<file path="src/rtl/qspi_target_shifter.sv">
// qspi_target_shifter
// Oversampling Quad-SPI target. Samples SCLK, CS_n and the data pads with clk_i,
// decodes instruction / address / data phases and either pushes received write
// bytes out or serves read bytes from a show-ahead source.
//
// Optional feature macro: QSPI_TGT_FRAME_ERR_EN (truncated-frame detection on
// frame_err_o; when undefined frame_err_o is tied low).
//
// Ports:
//   clk_i, rst_i            system clock (>= 8x SCLK), synchronous active-high reset
//   spi_clk_i, spi_cs_n_i   external SCLK (mode 0) and chip select from the pads
//   spi_d_i / spi_d_o       data lanes from / to the pads
//   spi_d_oe                per-lane output enable (1 = drive)
//   cfg_*_i                 static frame layout (lane modes, address size, direction)
//   cmd_valid_o/_instr_o/_addr_o  header-complete pulse with captured fields
//   wr_dat_o, wr_dat_valid_o      received data byte and its one-cycle strobe
//   rd_dat_i, rd_dat_rdreq_o      show-ahead read byte and its consume pulse
//   busy_o                  frame in progress
//   frame_err_o             one-cycle pulse on a truncated frame

module qspi_target_shifter #(
    parameter int unsigned SYNC_STAGES = 2
) (
    input  logic        clk_i,
    input  logic        rst_i,
    input  logic        spi_clk_i,
    input  logic        spi_cs_n_i,
    input  logic [3:0]  spi_d_i,
    output logic [3:0]  spi_d_o,
    output logic [3:0]  spi_d_oe,
    input  logic [1:0]  cfg_imode_i,
    input  logic [1:0]  cfg_admode_i,
    input  logic [1:0]  cfg_dmode_i,
    input  logic [1:0]  cfg_adsize_i,
    input  logic [1:0]  cfg_fmode_i,
    output logic        cmd_valid_o,
    output logic [7:0]  cmd_instr_o,
    output logic [31:0] cmd_addr_o,
    output logic [7:0]  wr_dat_o,
    output logic        wr_dat_valid_o,
    input  logic [7:0]  rd_dat_i,
    output logic        rd_dat_rdreq_o,
    output logic        busy_o,
    output logic        frame_err_o
);

    localparam int unsigned CNT_W  = 6;
    localparam int unsigned ADDR_W = 32;
    localparam int unsigned BYTE_W = 8;
    localparam int unsigned LANE_W = 4;

    typedef enum logic [2:0] {
        ST_IDLE,
        ST_INSTR,
        ST_ADDR,
        ST_WR_DA,
        ST_RD_DA,
        ST_SKIP
    } state_e;

    // ------------------------------------------------------------------
    // Pad synchronizers and edge strobes
    // ------------------------------------------------------------------
    logic [SYNC_STAGES-1:0]             sclk_sync_q;
    logic [SYNC_STAGES-1:0]             cs_sync_q;
    logic [SYNC_STAGES-1:0][LANE_W-1:0] d_sync_q;
    logic                               sclk_prev_q;
    logic                               cs_prev_q;

    // CS_n history resets to "low" so a frame already in progress when reset
    // releases never produces a falling edge; a real high must be seen first.
    always_ff @(posedge clk_i) begin
        if (rst_i) begin
            sclk_sync_q <= '0;
            cs_sync_q   <= '0;
            d_sync_q    <= '0;
            sclk_prev_q <= 1'b0;
            cs_prev_q   <= 1'b0;
        end else begin
            sclk_sync_q <= {sclk_sync_q[SYNC_STAGES-2:0], spi_clk_i};
            cs_sync_q   <= {cs_sync_q[SYNC_STAGES-2:0], spi_cs_n_i};
            d_sync_q    <= {d_sync_q[SYNC_STAGES-2:0], spi_d_i};
            sclk_prev_q <= sclk_sync_q[SYNC_STAGES-1];
            cs_prev_q   <= cs_sync_q[SYNC_STAGES-1];
        end
    end

    logic              sclk_s;
    logic              cs_s;
    logic [LANE_W-1:0] d_s;
    logic              sclk_rise;
    logic              sclk_fall;
    logic              cs_fall;
    logic              cs_rise;

    assign sclk_s    = sclk_sync_q[SYNC_STAGES-1];
    assign cs_s      = cs_sync_q[SYNC_STAGES-1];
    assign d_s       = d_sync_q[SYNC_STAGES-1];
    assign sclk_rise = sclk_s & ~sclk_prev_q & ~cs_s;
    assign sclk_fall = ~sclk_s & sclk_prev_q & ~cs_s;
    assign cs_fall   = ~cs_s & cs_prev_q;
    assign cs_rise   = cs_s & ~cs_prev_q;

    // ------------------------------------------------------------------
    // Registers
    // ------------------------------------------------------------------
    state_e              state_q, state_d;
    logic [CNT_W-1:0]    cnt_q, cnt_d;
    logic [ADDR_W-1:0]   sh_q, sh_d;
    logic [BYTE_W-1:0]   instr_q, instr_d;
    logic [BYTE_W-1:0]   rsh_q, rsh_d;
    logic [LANE_W-1:0]   d_out_q, d_out_d;
    logic [LANE_W-1:0]   oe_q, oe_d;
    logic                cmd_valid_q, cmd_valid_d;
    logic [BYTE_W-1:0]   cmd_instr_q, cmd_instr_d;
    logic [ADDR_W-1:0]   cmd_addr_q, cmd_addr_d;
    logic [BYTE_W-1:0]   wr_dat_q, wr_dat_d;
    logic                wr_valid_q, wr_valid_d;
    logic                rdreq_q, rdreq_d;
    logic                busy_q, busy_d;

    // ------------------------------------------------------------------
    // Phase helpers: active lane mode, bits per edge, sampled / driven lanes
    // ------------------------------------------------------------------
    logic [1:0]        phase_mode;
    logic [CNT_W-1:0]  nbits;
    logic [LANE_W-1:0] lanes_in;
    logic [ADDR_W-1:0] sh_shift;
    logic [CNT_W-1:0]  cnt_inc;
    logic [CNT_W-1:0]  hdr_bits;
    logic [BYTE_W-1:0] rd_src;
    logic [LANE_W-1:0] rd_lanes;
    logic [LANE_W-1:0] oe_mask;
    state_e            data_st;

    always_comb begin
        phase_mode = cfg_dmode_i;
        case (state_q)
            ST_INSTR: phase_mode = cfg_imode_i;
            ST_ADDR:  phase_mode = cfg_admode_i;
            default:  ;
        endcase

        nbits    = '0;
        lanes_in = '0;
        rd_lanes = 4'hf;
        oe_mask  = '0;
        rd_src   = (cnt_q == '0) ? rd_dat_i : rsh_q;
        case (phase_mode)
            2'b01: begin
                nbits    = CNT_W'(1);
                lanes_in = {3'b000, d_s[0]};
                rd_lanes = {2'b11, rd_src[7], 1'b1};
                oe_mask  = 4'b0010;
            end
            2'b10: begin
                nbits    = CNT_W'(2);
                lanes_in = {2'b00, d_s[1:0]};
                rd_lanes = {2'b11, rd_src[7:6]};
                oe_mask  = 4'b0011;
            end
            2'b11: begin
                nbits    = CNT_W'(4);
                lanes_in = d_s;
                rd_lanes = rd_src[7:4];
                oe_mask  = 4'b1111;
            end
            default: ;
        endcase

        sh_shift = (sh_q << nbits) | ADDR_W'(lanes_in);
        cnt_inc  = cnt_q + nbits;
        hdr_bits = CNT_W'({cfg_adsize_i, 3'b000}) + CNT_W'(8);

        if ((cfg_dmode_i == 2'b00) || cfg_fmode_i[1]) begin
            data_st = ST_SKIP;
        end else if (cfg_fmode_i[0]) begin
            data_st = ST_RD_DA;
        end else begin
            data_st = ST_WR_DA;
        end
    end

    // ------------------------------------------------------------------
    // FSM: state register
    // ------------------------------------------------------------------
    always_ff @(posedge clk_i) begin
        if (rst_i) begin
            state_q <= ST_IDLE;
        end else begin
            state_q <= state_d;
        end
    end

    // FSM: next state; CS_n rising always wins over a same-cycle SCLK edge
    always_comb begin
        state_d = state_q;
        if (cs_rise) begin
            state_d = ST_IDLE;
        end else begin
            case (state_q)
                ST_IDLE: begin
                    if (cs_fall) begin
                        if (cfg_imode_i != 2'b00) begin
                            state_d = ST_INSTR;
                        end else if (cfg_admode_i != 2'b00) begin
                            state_d = ST_ADDR;
                        end else begin
                            state_d = data_st;
                        end
                    end
                end
                ST_INSTR: begin
                    if (sclk_rise && (cnt_inc == CNT_W'(8))) begin
                        state_d = (cfg_admode_i != 2'b00) ? ST_ADDR : data_st;
                    end
                end
                ST_ADDR: begin
                    if (sclk_rise && (cnt_inc == hdr_bits)) begin
                        state_d = data_st;
                    end
                end
                default: ;
            endcase
        end
    end

    // FSM: datapath and output next values
    always_comb begin
        cnt_d       = cnt_q;
        sh_d        = sh_q;
        instr_d     = instr_q;
        rsh_d       = rsh_q;
        d_out_d     = d_out_q;
        oe_d        = oe_q;
        cmd_valid_d = 1'b0;
        cmd_instr_d = cmd_instr_q;
        cmd_addr_d  = cmd_addr_q;
        wr_dat_d    = wr_dat_q;
        wr_valid_d  = 1'b0;
        rdreq_d     = 1'b0;
        busy_d      = busy_q;

        if (cs_rise) begin
            cnt_d   = '0;
            sh_d    = '0;
            oe_d    = '0;
            d_out_d = 4'hf;
            busy_d  = 1'b0;
        end else begin
            case (state_q)
                ST_IDLE: begin
                    if (cs_fall) begin
                        cnt_d   = '0;
                        sh_d    = '0;
                        instr_d = '0;
                        rsh_d   = '0;
                        oe_d    = '0;
                        d_out_d = 4'hf;
                        busy_d  = 1'b1;
                    end
                end
                ST_INSTR: begin
                    if (sclk_rise) begin
                        if (cnt_inc == CNT_W'(8)) begin
                            cnt_d   = '0;
                            sh_d    = '0;
                            instr_d = sh_shift[7:0];
                            // Instruction-only header completes here.
                            if (cfg_admode_i == 2'b00) begin
                                cmd_valid_d = 1'b1;
                                cmd_instr_d = sh_shift[7:0];
                                cmd_addr_d  = '0;
                            end
                        end else begin
                            cnt_d = cnt_inc;
                            sh_d  = sh_shift;
                        end
                    end
                end
                ST_ADDR: begin
                    if (sclk_rise) begin
                        if (cnt_inc == hdr_bits) begin
                            cnt_d       = '0;
                            sh_d        = '0;
                            cmd_valid_d = 1'b1;
                            cmd_instr_d = instr_q;
                            cmd_addr_d  = sh_shift;
                        end else begin
                            cnt_d = cnt_inc;
                            sh_d  = sh_shift;
                        end
                    end
                end
                ST_WR_DA: begin
                    if (sclk_rise) begin
                        if (cnt_inc == CNT_W'(8)) begin
                            cnt_d      = '0;
                            sh_d       = '0;
                            wr_dat_d   = sh_shift[7:0];
                            wr_valid_d = 1'b1;
                        end else begin
                            cnt_d = cnt_inc;
                            sh_d  = sh_shift;
                        end
                    end
                end
                ST_RD_DA: begin
                    // A fall with an empty bit count starts a new byte from the source.
                    if (sclk_fall) begin
                        rdreq_d = (cnt_q == '0);
                        rsh_d   = rd_src << nbits;
                        cnt_d   = (cnt_inc == CNT_W'(8)) ? '0 : cnt_inc;
                        oe_d    = oe_mask;
                        d_out_d = rd_lanes;
                    end
                end
                default: ;
            endcase
        end
    end

    always_ff @(posedge clk_i) begin
        if (rst_i) begin
            cnt_q       <= '0;
            sh_q        <= '0;
            instr_q     <= '0;
            rsh_q       <= '0;
            d_out_q     <= 4'hf;
            oe_q        <= '0;
            cmd_valid_q <= 1'b0;
            cmd_instr_q <= '0;
            cmd_addr_q  <= '0;
            wr_dat_q    <= '0;
            wr_valid_q  <= 1'b0;
            rdreq_q     <= 1'b0;
            busy_q      <= 1'b0;
        end else begin
            cnt_q       <= cnt_d;
            sh_q        <= sh_d;
            instr_q     <= instr_d;
            rsh_q       <= rsh_d;
            d_out_q     <= d_out_d;
            oe_q        <= oe_d;
            cmd_valid_q <= cmd_valid_d;
            cmd_instr_q <= cmd_instr_d;
            cmd_addr_q  <= cmd_addr_d;
            wr_dat_q    <= wr_dat_d;
            wr_valid_q  <= wr_valid_d;
            rdreq_q     <= rdreq_d;
            busy_q      <= busy_d;
        end
    end

`ifdef QSPI_TGT_FRAME_ERR_EN
    logic frame_err_q, frame_err_d;

    // Truncated frame: header cut short, or data phase with a partial byte.
    always_comb begin
        frame_err_d = 1'b0;
        if (cs_rise) begin
            case (state_q)
                ST_INSTR, ST_ADDR:  frame_err_d = 1'b1;
                ST_WR_DA, ST_RD_DA: frame_err_d = (cnt_q != '0);
                default:            frame_err_d = 1'b0;
            endcase
        end
    end

    always_ff @(posedge clk_i) begin
        if (rst_i) begin
            frame_err_q <= 1'b0;
        end else begin
            frame_err_q <= frame_err_d;
        end
    end

    assign frame_err_o = frame_err_q;
`else
    assign frame_err_o = 1'b0;
`endif

    assign spi_d_o        = d_out_q;
    assign spi_d_oe       = oe_q;
    assign cmd_valid_o    = cmd_valid_q;
    assign cmd_instr_o    = cmd_instr_q;
    assign cmd_addr_o     = cmd_addr_q;
    assign wr_dat_o       = wr_dat_q;
    assign wr_dat_valid_o = wr_valid_q;
    assign rd_dat_rdreq_o = rdreq_q;
    assign busy_o         = busy_q;

endmodule

</file>
<file path="config.mk">
export PLATFORM = sky130hd
export DESIGN_NAME = qspi_target_shifter
export DESIGN_NICKNAME = d
export VERILOG_FILES = /design/src/rtl/qspi_target_shifter.sv
export SDC_FILE = /design/constraint.sdc
export NUM_CORES = 1
export LEC_CHECK = 0
export ABC_AREA = 1
export BUFFER_PORTS_ARGS = -buffer_cell sky130_fd_sc_hd__buf_2
export CAP_MARGIN = 5
export CELL_PAD_IN_SITES_DETAIL_PLACEMENT = 0
export CELL_PAD_IN_SITES_GLOBAL_PLACEMENT = 2
export CORE_MARGIN = 2
export CORE_UTILIZATION = 29
export DETAILED_ROUTE_END_ITERATION = 16
export PLACE_DENSITY_LB_ADDON = 0.12
export SYNTH_ARGS = -nofsm -noshare
export SYNTH_HDL_FRONTEND = slang
export SYNTH_SLANG_ARGS = --single-unit
</file>
<file path="constraint.sdc">
create_clock -name clk_i -period 3.3 [get_ports clk_i]
set_clock_uncertainty 0.2 [all_clocks]
set_input_delay 0.825 -clock clk_i [delete_from_list [all_inputs] [get_ports clk_i]]
set_output_delay 0.825 -clock clk_i [all_outputs]
set_load 0.01 [all_outputs]
</file>
==> results.py, run 1 <==
metrics = {
    "synth": {
        "synth_cells": 1021,
        "ys_ff_latch": 130,
        "synth_edf_count": 0,
        "synth_seq_area_share_pct": 38.17,
        "ys_types": 46,
        "avgSynthCellArea_um2": 6.679,
        "syn_area_um2": 6819,
        "async_reset_ff_share_pct": 0,
        "postSynthNetCount": 1052,
        "ys_warn_count": 0,
        "synth_flop_cell": "dfxtp_1",
    },
    "sta": {
        "worst_slew_pin_slew_ns": 0.7920,
        "final-hold-violation-count": 0,
        "hold_ws_ns": 0.2160,
        "drv_slew": 0,
        "slew_headroom_pct": 46.85,
        "fmax_ghz": 0.2995,
        "setup_viol": 25,
        "rsz0062_at_grt": "yes",
        "fin_ws_ns": -0.03838,
        "timing.final.crit_share_pct": 101.2,
        "layout_min_cycle_time_ns": 3.338,
    },
    "placement": {
        "dp_hpwl_mm": 15.78,
        "gp_congestion": 0.7949,
        "portBuffers": 85,
        "post-place-ws_ns": -0.4747,
    },
    "cts": {
        "cts_sinks": 130,
        "cts_made_buffers": 17,
        "root_buffer": "clkbuf_16",
        "clk_path_buf_depth": 2,
        "clk_pin_slew_worst_paths_ns": 0.07,
        "clock_latency_ns": 0.42,
        "h-tree-depth": 4,
        "holdBufCountCts": 0,
        "cts_tree": "done",
    },
    "worst_setup_path": {
        "rr_endpoint": "cmd_addr_o[11]",
        "start_kind": "register",
        "r2r-start": "state_q[1]",
        "critical_path_class": "reg2reg",
        "required_ns": 3.45,
        "worstPathArrival_ns": 3.49,
        "crit_fanout": 8,
        "r2r_slack_ns": -0.04,
        "critPathCaptureType": "register",
        "r2r_cells": 21,
    },
    "routing": {
        "via_count": 7098,
        "first_pass_iters": 4,
        "via_per_inst": 4.735,
        "drt_iter0_drc": 398,
        "drt-total-wl_mm": 25.46,
        "detail_route.wl_per_cell_um": 16.98,
        "route.detailed.drc": 0,
        "antenna_left": 0,
    },
    "die": {
        "ioPinCount": 87,
        "die_x_um": 157.3,
        "fp.dieH_um": 157.3,
        "start_util_pct": 29.31,
        "core_area_um2": 23260,
        "dieArea_um2": 24760,
        "rows": 56,
    },
    "worst_hold_path": {
        "min-delay-start": "d_sync_q[1]",
        "hold_path_class": "reg2reg",
        "whs_endpoint": "d_s[1]",
        "min_path_cells": 2,
    },
    "pwr": {
        "swShare_pct": 46.79,
        "p_clk_share_pct": 25.1,
        "p_seq_share_pct": 22.7,
        "p_switching_uw": 3564,
        "power.density_nw_per_um2": 777.3,
        "finalPower_uw": 7617,
        "irDropWorstVdd_uv": 364.0,
        "power_leakage_uw": 0.004266,
        "internal_power_uw": 4053,
        "combPwrFrac_pct": 52.1,
    },
    "cells_and_area": {
        "most-common-layout-cells": "282 x nand2_1, 128 x dfxtp_1, 91 x inv_1, 85 x buf_2, 81 x nor2_1",
        "layout-drive-gt1-share_pct": 36.19,
        "area_growth_syn_to_layout_pct": 43.71,
        "fillers": 2550,
        "fin_util_pct": 42.13,
        "antenna_cells_inserted": 0,
        "layout.nets": 1198,
        "layout_commonest_cell": "nand2_1",
    },
    "global_routing": {
        "antenna_found_initial": 0,
        "grt_pass1_vias": 6564,
        "gr-total-overflow": 0,
        "grt_usage_pct": 19.72,
        "grt_pass1_wl_mm": 37.47,
        "grt_max_degree": 41,
    },
    "run_status": {
        "status": "complete, but fails checks",
        "violations": "setup timing",
    },
    "run": {
        "max_cap_violations": 0,
    },
}
[final cells by class]
type / instances / area [um2] / share of cell area, %
Clock inverter: 14 / 141.4 / 1.443
Inverter: 102 / 395.4 / 4.035
Clock buffer: 18 / 439.2 / 4.482
Timing Repair Buffer: 180 / 1410 / 14.39
Tap cell: 319 / 399.1 / 4.073
Sequential cell: 130 / 2605 / 26.58
Multi-Input combinational cell: 736 / 4409 / 44.99
[worst max-delay path by stage]
stage                                from              to  cells past startpoint  slack, ns
final                          state_q[1]  cmd_addr_o[11]                     21      -0.04
after global routing           state_q[1]   cmd_addr_o[7]                     21      -0.23
after CTS                      state_q[1]   cmd_addr_o[6]                     22      -0.14
after detailed placement   cfg_imode_i[0]   cmd_addr_o[8]                     19      -0.47
after global placement     cfg_imode_i[0]  cmd_addr_o[12]                     19      -0.40
after floorplan           cfg_admode_i[0]  cmd_addr_o[30]                     18      -0.13
[sequential cells by signal (all words and copies together) (netlist names)]
| name | flops |
|---|---|
| cmd_addr_o | 32 |
| sh_q | 32 |
| cmd_instr_o | 8 |
| instr_q | 8 |
| rsh_q | 8 |
| wr_dat_o | 8 |
| cnt_q | 6 |
| d_s | 4 |
| d_sync_q | 4 |
| spi_d_o | 4 |
| spi_d_oe | 3 |
| state_q | 3 |
| cs_sync_q | 2 |
| sclk_sync_q | 2 |
| busy_o | 1 |
| cmd_valid_o | 1 |
| cs_prev_q | 1 |
| rd_dat_rdreq_o | 1 |
| sclk_prev_q | 1 |
| wr_dat_valid_o | 1 |
[layer usage]
| layer | vias to the layer above | part of all wire, % | GRT usage, % |
|---|---|---|---|
| met5 | - | 0 | 0 |
| met4 | 0 | 1.4 | 5.974 |
| met3 | 21 | 3.5 | 2.891 |
| met2 | 142 | 45 | 30.09 |
| met1 | 3366 | 51 | 28.60 |
| li1 | 3569 | - | - |
[power groups by stage]
| stage | logic [uW] | registers, uW | clock network (uW) |
|---|---|---|---|
| finish | 3970 | 1730 | 1920 |
| global route | 4320 | 1740 | 2030 |
| CTS | 3180 | 1730 | 1960 |
| detailed placement | 3070 | 1760 | 0 |
| global placement | 3100 | 1760 | 0 |
| floorplan | 2040 | 1750 | 0 |
[critical path, cell delays in order (launching register included)]
cell     delay, ns
dfxtp_2       0.34
buf_6         0.12
buf_6         0.11
nand4_1       0.12
nand2_2       0.08
nor2_4        0.17
nor2_4        0.06
ha_4          0.16
fa_2          0.43
inv_2         0.07
nand2_2       0.06
nor2_4        0.12
nand3_2       0.09
nor2_4        0.14
nand3_2       0.11
nand2_2       0.13
nand2_4       0.06
nor3_4        0.18
buf_6         0.15
buf_12        0.16
nand2_1       0.07
a21oi_1       0.13
[cell families after synthesis]
logic type / after synthesis / share of synthesized area, %
flops: 130 / 38.17
buf+inv: 156 / 10.40
compound gates: 191 / 15.60
other cells: 1 / 0.05499
simple gates: 535 / 34.31
fa+ha+maj: 5 / 1.028
mux: 3 / 0.4404
[repair_timing]
| action | 4_1_cts | 5_1_grt |
|---|---|---|
| setup buffers | 14 | 10 |
| pin swaps | 27 | 61 |
| cloned | 4 | 7 |
| gates resized for setup | 53 | 206 |
| endpoints found under the setup margin | 91 | 94 |
| hold endpoints to repair | 0 | 0 |
[per-stage QoR]
stage                     cells  area [um2]  TNS (ns)
after floorplan            1021        6859    -5.022
after global placement     1437        7870    -31.45
after detailed placement   1437        7870    -36.41
after CTS                  1486        8807    -3.594
after global routing       1499        9799    -12.72
final                      1499        9799   -0.3638
[cell usage after synthesis (2+ instances only)]
master    instances  share of area, %
buf_4             7              0.77
ha_1              4              0.73
buf_2            17               1.2
a21oi_4           2              0.48
nand3_4           2              0.51
o22ai_1           5              0.46
buf_6            10               1.7
o21ai_1           7              0.51
nand2_4           5              0.83
dfxtp_1         130                38
inv_2             3              0.17
o21ai_0          41               3.0
o21bai_1          2              0.22
inv_1            99               5.4
o211ai_1         12               1.3
a21boi_0          2              0.22
clkbuf_1         17              0.94
nand3b_1          4              0.44
nand3_1          68               5.0
buf_1             2              0.11
nor3_1            2              0.15
a21oi_2           4              0.51
nand3_2           4              0.59
mux2i_1           3              0.44
or2_0             2              0.18
nand4_1           7              0.64
nor2_1           86               4.7
nor2_2            4              0.37
nor2_4            4              0.66
a21oi_1         108               7.9
nand2_2          11               1.0
a31oi_1           3              0.28
nand2_1         329                18
or2_2             3              0.28
(Power assumes the default switching activity.)
==> run 2, diff against run 1 <==
--- a/config.mk
+++ b/config.mk
@@ -11,9 +11,10 @@
 export CELL_PAD_IN_SITES_DETAIL_PLACEMENT = 0
 export CELL_PAD_IN_SITES_GLOBAL_PLACEMENT = 2
 export CORE_MARGIN = 2
-export CORE_UTILIZATION = 29
+export CORE_UTILIZATION = 34
 export DETAILED_ROUTE_END_ITERATION = 16
 export PLACE_DENSITY_LB_ADDON = 0.12
+export SETUP_SLACK_MARGIN = 0.1
 export SYNTH_ARGS = -nofsm -noshare
 export SYNTH_HDL_FRONTEND = slang
 export SYNTH_SLANG_ARGS = --single-unit
==> constraint.sdc (replaced) <==
create_clock -name clk_i -period 3.9 [get_ports clk_i]
set_clock_uncertainty 0.2 [all_clocks]
set_input_delay 0.975 -clock clk_i [delete_from_list [all_inputs] [get_ports clk_i]]
set_output_delay 0.975 -clock clk_i [all_outputs]
set_load 0.01 [all_outputs]
==> run 2 against run 1 <==
Effect of this change:
- the flow now finishes without violations
- register-to-register slack improved by 0.45 ns
- clock power down 20%
- cell area fell by 17%
- global-route usage up 0.86 points
- non-clock buffer count decreased by 59
- critical endpoint is now sh_q[20]
==> results.py, run 2 (synthesis results as in run 1) <==
metrics = {
    "worst_setup_path": {
        "critPathLaunch": "cfg_admode_i[0]",
        "critical_path_class": "in2reg",
        "required_ns": 4.00,
        "worstPathArrival_ns": 3.59,
        "r2r-start": "state_q[1]",
        "r2r_cells": 23,
        "crit_fanout": 32,
        "rr_endpoint": "sh_q[20]",
        "critPathCaptureType": "register",
        "start_kind": "input pin",
        "r2r_slack_ns": 0.41,
    },
    "sta": {
        "timing.final.crit_share_pct": 89.72,
        "setup_viol": 0,
        "rsz0062_at_grt": "no",
        "slew_headroom_pct": 29.73,
        "worst_slew_pin_slew_ns": 1.050,
        "final-hold-violation-count": 0,
        "fmax_ghz": 0.2858,
        "layout_min_cycle_time_ns": 3.499,
        "drv_slew": 0,
    },
    "pwr": {
        "power_leakage_uw": 0.003641,
        "irDropWorstVdd_uv": 301.2,
        "finalPower_uw": 5446,
        "power.density_nw_per_um2": 668.6,
    },
    "die": {
        "die_x_um": 145.6,
        "start_util_pct": 34.81,
        "rows": 51,
        "fp.dieH_um": 145.6,
        "dieArea_um2": 21210,
        "core_area_um2": 19590,
        "ioPinCount": 87,
    },
    "cts": {
        "cts_made_buffers": 17,
        "h-tree-depth": 4,
        "clk_pin_slew_worst_paths_ns": 0.06,
        "cts_tree": "done",
        "clock_latency_ns": 0.43,
        "clk_path_buf_depth": 2,
        "root_buffer": "clkbuf_16",
        "cts_sinks": 130,
        "holdBufCountCts": 0,
    },
    "global_routing": {
        "grt_usage_pct": 20.59,
        "grt_pass1_vias": 6375,
        "gr-total-overflow": 0,
        "grt_max_degree": 63,
        "antenna_found_initial": 0,
        "grt_pass1_wl_mm": 34.85,
    },
    "placement": {
        "dp.cells": 1349,
        "dp_hpwl_mm": 14.55,
        "gp_congestion": 0.8272,
        "portBuffers": 85,
    },
    "routing": {
        "drt-total-wl_mm": 21.68,
        "antenna_left": 0,
        "detail_route.wl_per_cell_um": 15.65,
        "route.detailed.drc": 0,
        "first_pass_iters": 5,
        "via_per_inst": 4.780,
        "drt_iter0_drc": 378,
        "via_count": 6620,
    },
    "worst_hold_path": {
        "hold_path_class": "reg2reg",
        "min_path_cells": 2,
        "whs_endpoint": "d_s[0]",
        "min-delay-start": "d_sync_q[0]",
    },
    "cells_and_area": {
        "layout-drive-gt1-share_pct": 17.95,
        "fin_util_pct": 41.57,
        "area_growth_syn_to_layout_pct": 19.43,
        "layout_commonest_cell": "nand2_1",
        "final_cells": 1385,
        "antenna_cells_inserted": 0,
        "fillers": 2143,
        "most-common-layout-cells": "329 x nand2_1, 128 x dfxtp_1, 108 x a21oi_1, 99 x inv_1, 86 x nor2_1",
        "layout.nets": 1138,
    },
    "run_status": {
        "status": "finished, final reports clean",
    },
    "run": {
        "max_cap_violations": 0,
    },
}
-- run 2: cell count changes in the layout (fill, tap and decap cells not counted), moves of 10 or more --
cell / before / now
a21oi_2: 58 / 4
nand3_1: 27 / 67
nand2_2: 37 / 10
nand3_4: 17 / 2
nand3_2: 30 / 5
o21ai_0: 31 / 41
a21oi_1: 51 / 108
nand2_1: 282 / 329
nand2_4: 24 / 6
buf_6: 19 / 0
buf_4: 62 / 32
-- run 2: final cells by class --
| cell class | instances | area (um2) | share of cell area (%) |
|---|---|---|---|
| inverters | 102 | 382.9 | 4.701 |
| multi-input cells | 735 | 3517 | 43.19 |
| clock inverters | 11 | 91.34 | 1.122 |
| well taps | 265 | 331.6 | 4.071 |
| repair buffers | 121 | 745.7 | 9.157 |
| flip-flops and latches | 130 | 2605 | 31.99 |
| clock buffers | 21 | 470.5 | 5.777 |
-- run 2: repair_timing --
| item | in CTS | in global routing |
|---|---|---|
| buffers inserted | 0 | 4 |
| setup endpoints to repair | 0 | 88 |
| gates resized for setup | 0 | 4 |
-- run 2: metrics by stage --
stage                     worst slack, ns  setup TNS (ns)  hold slack [ns]  cell area (um2)
after floorplan                    0.2587               0           0.1883             6819
final                              0.4011               0           0.2016             8144
after CTS                          0.2213               0           0.2047             8102
after global routing               0.1151               0           0.2328             8144
after global placement           -0.01179        -0.09586           0.1956             7540
after detailed placement         -0.03129         -0.3298           0.1960             7540
-- run 2: per-layer routing --
layer / vias to the layer above / global-route usage [%] / wire length [um]
met5: - / 0 / 0
met4: 0 / 4.853 / 211
met3: 13 / 4.201 / 896
met2: 132 / 32.11 / 9649
met1: 3035 / 29.27 / 10920
li1: 3440 / - / -
-- run 2: worst max-delay path by stage --
| stage | depth (start not counted) | endpoint | slack [ns] |
|---|---|---|---|
| finish | 20 | sh_q[20] | 0.40 |
| global route | 23 | sh_q[6] | 0.12 |
| CTS | 23 | cmd_addr_o[19] | 0.22 |
| detailed placement | 20 | cmd_instr_o[2] | -0.03 |
| global placement | 19 | sh_q[7] | -0.01 |
| floorplan | 18 | cmd_addr_o[29] | 0.26 |
-- run 2: power breakdown --
part	total [uW]	leakage [uW]	internal (uW)	switching, uW
sequential	1470	0.00105	1400	71.2
combinational	2440	0.00232	718	1720
clock	1540	0.000264	876	660
-- run 2: worst max-delay path: stages --
cell and delay (ns):
buf_2 0.10, nand4_1 0.10, nand2_1 0.09, nor2_4 0.15
nor2_4 0.04, ha_1 0.21, fa_1 0.45, nand2_1 0.10
nand2_1 0.05, nand3_1 0.11, nand2_1 0.08, nand2_1 0.07
nand3_1 0.09, nor2_1 0.20, nand2_4 0.13, nand2_2 0.15
nand2_1 0.11, buf_12 0.17, nand3_1 0.09, a21oi_1 0.08
